===== src/rtl/aes_round_ctrl.sv =====
// Iterative AES encryption round sequencer: steps the shared one-round datapath
// through NR rounds per block, with stalls on the key source and on the ciphertext sink.
module aes_round_ctrl #(
   parameter int unsigned NR = 10,
   parameter int unsigned RW = 4
) (
   input  logic          clk,
   input  logic          rst,
   input  logic          in_valid,
   output logic          in_ready,
   input  logic          key_valid,
   output logic [RW-1:0] round_idx,
   output logic          init_sel,
   output logic          last_round,
   output logic          state_en,
   output logic          out_valid,
   input  logic          out_ready,
   output logic          busy
);

   typedef enum logic [1:0] {
      IDLE,
      ROUND,
      DONE
   } fsm_e;

   localparam logic [RW-1:0] LAST_IDX = RW'(NR);

   fsm_e          fsm_q, fsm_d;
   logic [RW-1:0] round_idx_q, round_idx_d;
   logic          out_valid_q, out_valid_d;
   logic          accept;

   assign accept = (fsm_q == IDLE) & in_valid & key_valid;

   always_ff @(posedge clk) begin
      if (rst) begin
         fsm_q       <= IDLE;
         round_idx_q <= '0;
         out_valid_q <= 1'b0;
      end else begin
         fsm_q       <= fsm_d;
         round_idx_q <= round_idx_d;
         out_valid_q <= out_valid_d;
      end
   end

   always_comb begin
      fsm_d       = fsm_q;
      round_idx_d = round_idx_q;
      out_valid_d = out_valid_q;
      case (fsm_q)
         IDLE: begin
            if (accept) begin
               fsm_d       = ROUND;
               round_idx_d = RW'(1);
            end
         end
         ROUND: begin
            // The final round holds its index so the sink sees round_idx == NR while in DONE.
            if (key_valid) begin
               if (round_idx_q == LAST_IDX) begin
                  fsm_d       = DONE;
                  out_valid_d = 1'b1;
               end else begin
                  round_idx_d = round_idx_q + RW'(1);
               end
            end
         end
         DONE: begin
            if (out_ready) begin
               fsm_d       = IDLE;
               round_idx_d = '0;
               out_valid_d = 1'b0;
            end
         end
         default: begin
            fsm_d       = IDLE;
            round_idx_d = '0;
            out_valid_d = 1'b0;
         end
      endcase
   end

   always_comb begin
      in_ready   = 1'b0;
      init_sel   = 1'b0;
      last_round = 1'b0;
      state_en   = 1'b0;
      case (fsm_q)
         IDLE: begin
            in_ready = key_valid;
            init_sel = accept;
            state_en = accept;
         end
         ROUND: begin
            state_en   = key_valid;
            last_round = (round_idx_q == LAST_IDX) & key_valid;
         end
         default: ;
      endcase
   end

   assign busy      = (fsm_q != IDLE);
   assign round_idx = round_idx_q;
   assign out_valid = out_valid_q;

endmodule


===== config.mk =====
export PLATFORM = sky130hd
export DESIGN_NAME = aes_round_ctrl
export DESIGN_NICKNAME = d
export VERILOG_FILES = /design/src/rtl/aes_round_ctrl.sv
export SDC_FILE = /design/constraint.sdc
export NUM_CORES = 1
export LEC_CHECK = 0
export ABC_AREA = 1
export CAP_MARGIN = 20
export CORE_AREA = 5 5 42 44
export DETAILED_ROUTE_END_ITERATION = 6
export DIE_AREA = 0 0 47 49
export GPL_TIMING_DRIVEN = 0
export PLACE_DENSITY_LB_ADDON = 0.2
export RECOVER_POWER = 50
export SLEW_MARGIN = 20
export SYNTH_ARGS = -nofsm -noshare
export SYNTH_HDL_FRONTEND = slang
export SYNTH_SLANG_ARGS = --single-unit

===== constraint.sdc =====
create_clock -name clk -period 2.05 [get_ports clk]
set_clock_uncertainty 0.1 [all_clocks]
set_input_delay 0.3075 -clock clk [delete_from_list [all_inputs] [get_ports clk]]
set_output_delay 0.3075 -clock clk [all_outputs]
set_load 0.01 [all_outputs]

* After elaboration in Yosys (flattened, before gate mapping) *
Cells that the tools add are included.

storage, ports and cells
  logic and storage cells = 39
  flip-flop bits (word level) = 7
  input port bits = 5
  output and inout bits = 10

operators by class
  $add $sub $neg = 1
  bitwise gates (word level) = 4
  equality and inequality tests = 8
  reduce and logical (&&, ||, !) cells = 5
  multiplexer cells = 18

operators by type and width
  cell                 count
  $mux 4               4
  $pmux 4 s3           1
  $reduce_and 4->1     3
  $ne 2x2->1 const B   5
  $mux 2               4
  $mux 1               6
  $pmux 2 s3           1
  $add 4x1->4 const B  1
  $eq 4x4->1 const B   1
  $and 1x1->1          3
  $pmux 1 s3           1
  $eq 2x1->1 const B   1
  $eq 2x2->1 const B   1
  $logic_not 2->1      1
  $pmux 1 s2           1
  $reduce_bool 2->1    1
  $not 1->1            1

* Logic depth before layout (Yosys ltp) *
Gate-level depths: netlist of the first run.

  word-level depth = 5
  depth in mapped cells = 10

* Worst setup path before layout of the first run *
No wires, ideal clock.

  path kind = register to register
  start point = register round_idx_q[0], in the netlist round_idx[0]
  end point = register round_idx_q[1], in the netlist round_idx[1]
  buffers on the path = 0
  cell stages (with the launch flop) = 11
  path slack = 0.668 ns
  library setup time = 0.113 ns
  arrival = 1.169 ns
  cell sequence = dfxtp_1 > inv_1 > ha_1 > nand2_1 > nor2_1 > nand2_2 > nand2_2 > nor2_4 > nand2_1 > nand2_1 > nor2_1

between the ends
  longest elaborated chain between the ends = 4
  elaborated cells on any way between the ends = 7

ends and longest elaborated chain
  what                    RTL line  RTL
  start, declared         30        logic [RW-1:0] round_idx_q, round_idx_d;
  start signal, assigned  43        round_idx_q <= round_idx_d;
  $add 4x1->4             66        round_idx_d = round_idx_q + RW'(1);
  $mux 4                  62        if (round_idx_q == LAST_IDX) begin
  $mux 4                  61        if (key_valid) begin
  $pmux 4 s3              52        case (fsm_q)

Parallel ways exist; a longest one is shown, timed or not. The select of a mux whose other input is x is not followed.
A chain may end at the register's enable or synchronous reset.

* Final worst setup path of the first run *
  start point = input key_valid
  end point = output in_ready

between the ends
  longest elaborated chain between the ends = 1

ends and longest elaborated chain
  what             RTL line  RTL
  start, declared  11        input logic key_valid,
  $mux 1           90        case (fsm_q)
  end, declared    10        output logic in_ready,

Every way passes these cells.

==> metrics.md, run 1 <==
| Metric | Value |
|---|---|
| Outcome | `completed` |
| Share of Yosys cell area claimed by the top area cell type | `0.3011` |
| RePlAce Congestion | `0.7753` |
| Cts bufs inserted | `3` |
| Synth cell count leaders | `nor2_1 (16), nand2_1 (12), inv_1 (10), dfxtp_1 (7), nand3_1 (5)` |
| Syn_nets | `79` |
| Min cycle time layout | `a little under 2 ns` |
| Synth area leader | `dfxtp_1` |
| Initial antenna violation count | `0` |
| DR pass1 iterations | `4` |
| Ant diodes | `0` |
| Initial Util | `0.3321` |
| Mapped cell area | `465.4 sq um` |
| Tcrit/Tclk final | `0.9573` |
| WL final | `1006 um` |
| Die Ht | `49 um` |
| Area of the core | `around 1400 sq um` |
| Dpl hpwl | `853.2 um` |
| GRT Resource Usage Total | `0.1058` |
| Number of port buffers | `14` |
| RSZ-0062 raised after global routing | `no` |
| Initial DRC Count | `6` |
| DRC Markers | `0` |
| Startpoint Class | `input port` |
| Die Span X | `47 um` |
| Post-synth top flop | `dfxtp_1` |
| Worst setup EP type | `output port` |
| Slew at the pin closest to its max-slew limit | `approximately 0.38 ns` |
| WS Path Type | `in2out` |
| Adder-Cell Fraction of Synth Area | `0.05376` |
| Largest net degree at the start of global routing | `8` |
| Post-synthesis cell count | `72` |
| Hold wc startpoint | `out_valid` |
| Hold buffer count at cts | `0` |
| Endpoint, Worst Hold | `out_valid` |
| Yosys warns | `0` |
| Leak | `~0.32 nW` |
| Share of cells above drive strength 1 | `0.1538` |
| Critical path data required time | `1.64 ns` |
| CP arrival | `between 1.5 and 2 ns` |
| Worst R2R Setup Slack | `0.42 ns` |
| Synth cell types | `17` |
| Synth Area in Compound Gates | `0.09409` |
| GRT overflow | `0` |
| CTS tree | `yes` |
| VDD IR max | `311.1 uV` |
| Detail Route Antenna Nets | `0` |
| Clock Latency Late Sink | `approximately 0.25 ns` |
| FF-to-FF End | `round_idx[1]` |
| Ports | `15` |
| Clock transition at path regs | `0.05 ns` |
| Number of global-route vias before repair | `between 400 and 500` |
| Rel. slew slack | `0.7470` |
| Worst hold path class | `reg2reg` |
| Synth top area cells | `dfxtp_1 (30%), nor2_1 (13%), nand2_1 (9.7%), inv_1 (8.1%), ha_1 (5.4%)` |
| Hold Violations, Final | `0` |
| Synth Area in Simple Gates | `0.4274` |
| Synth Area in XOR/XNOR | `0.01882` |
| WHS Path Cells | `2` |
| Post-synthesis mux area share | `0` |
| Root Driver | `clkbuf_4` |
| Syn Area/Cell | `6.465 sq um` |
| Number of synthesized flops with an enable pin | `0` |
| H-tree depth | `1` |
| Count leader, synth | `nor2_1` |
| Share of flip-flops with an asynchronous set or reset | `0` |
| Filler instances | `166` |
| Max Cap Viol | `0` |
| Design area | `650.6 sq um` |
| Row count | `14` |
| Power density over cell area | `602.9 nW/um^2` |
| P&R area growth vs syn | `39.79%` |
| Clock sinks | `7` |
| Via density | `between 4 and 5` |
| Wirelength per Cell | `9.402 um` |
| CP Max Fanout | `5` |
| Share of the yosys chip area belonging to registers | `0.3011` |
| R2R Path Start | `round_idx[0]` |
| Setup violations, final | `0` |
| F_max | `0.5095 GHz` |
| Register bit total from synthesis | `7` |
| First-pass GRT wire length | `1807 um` |
| Clock tree buffer depth | `2` |
| Nets@finish | `just under 100` |
| Largest family of logic cells by synthesized area | `simple AND/OR/NAND/NOR gates` |
| Die footprint | `about 2300 sq um` |
| Final slew viol count | `0` |
| Tot Pwr | `0.3923 mW` |
| Cell Area, Placed | `625.6 sq um` |
| Worst R2R Path Depth | `10` |
| DR vias | `a little under 500` |
## cell usage in the layout, fill, tap and decap left out
cell	instances
nand2_1	13
inv_2	3
inv_1	10
o21ai_2	1
nor3_4	1
dlygate4sd2_1	2
buf_4	1
dfxtp_1	6
nand3_2	1
dlymetal6s2s_1	1
dlygate4sd3_1	1
ha_1	2
clkdlybuf4s50_1	10
clkbuf_1	1
o21ai_0	4
nor2_1	17
nand3_1	5
xnor2_1	1
nand2_2	3
clkbuf_4	3
or2_1	1
dfxtp_2	1
a21oi_1	3
## worst max path at each step
| stage | from | to | slack, ns | cells after the start |
|---|---|---|---|---|
| after floorplan | round_idx[0] | round_idx[1] | 0.67 | 10 |
| after global placement | key_valid | state_en | -0.15 | 6 |
| after detailed placement | key_valid | state_en | -0.16 | 6 |
| after CTS | round_idx[0] | last_round | -0.15 | 7 |
| after global routing | fsm_q[1] | in_ready | 0.05 | 4 |
| final | key_valid | in_ready | 0.09 | 4 |
## routing by layer
layer | track usage | part of all wire
met1 | 0.1369 | 0.48
met2 | 0.1516 | 0.46
met3 | 0.04428 | 0.054
met4 | 0.04147 | 0.0060
met5 | 0 | 0
## where the power goes
part / switching, mW / internal, mW
sequential: 0.0107 / 0.146
clock: 0.0518 / 0.0743
combinational: 0.0583 / 0.0509
total: 0.121 / 0.271
## critical path, stage by stage
cell and delay [ns]:
clkdlybuf4s50_1 0.48, inv_1 0.12, nor2_1 0.12, clkdlybuf4s50_1 0.54
## what timing repair did
item	in CTS	in global routing
gates resized for setup	3	2
setup buffers	0	1
pin swaps	0	1
endpoints found under the setup margin	3	1
## logic make-up after synthesis
kind of cell | count (synthesis)
xor+xnor | 1
simple gates | 41
buf+inv | 13
fa+ha+maj | 2
compound gates | 8
flops | 7
## area by class of cell
class / count / area (sq um) / share of cell area
clock buffers: 4 / 26.28 / 0.04038
inverters: 13 / 48.80 / 0.07500
well taps: 16 / 20.02 / 0.03077
repair buffers: 15 / 147.6 / 0.2269
multi-input cells: 52 / 266.5 / 0.4096
flip-flops and latches: 7 / 141.4 / 0.2173
## registers in the layout, summed over array words and instances (netlist names)
register	flops
out_valid	1
fsm_q	2
round_idx	4
## stage by stage
stage                 util  hold WS [ns]  std cells  worst slack (ns)  setup TNS, ns
floorplan                -        0.2766         72            0.6681              0
global placement    0.4464        0.3633        102           -0.1536        -0.1574
detailed placement  0.4464        0.3716        102           -0.1603        -0.1852
CTS                 0.4643        0.3791        106           -0.1502        -0.1502
global route        0.4643        0.4508        107           0.05088              0
finish              0.4643        0.3841        107           0.08744              0
Note: power is estimated with default switching activity, not from simulation.
==> inputs of run 2 (changes only) <==
Settings changed: SLEW_MARGIN 20 to 25.
==> results of run 2 <==
The final DEF is identical to that of run 1; final timing and power are the same.
==> inputs of run 3 (changes only) <==
Settings changed: CTS_CLUSTER_SIZE set to 10.
==> results of run 3 <==
The final DEF is identical to that of run 1; final timing and power are the same.
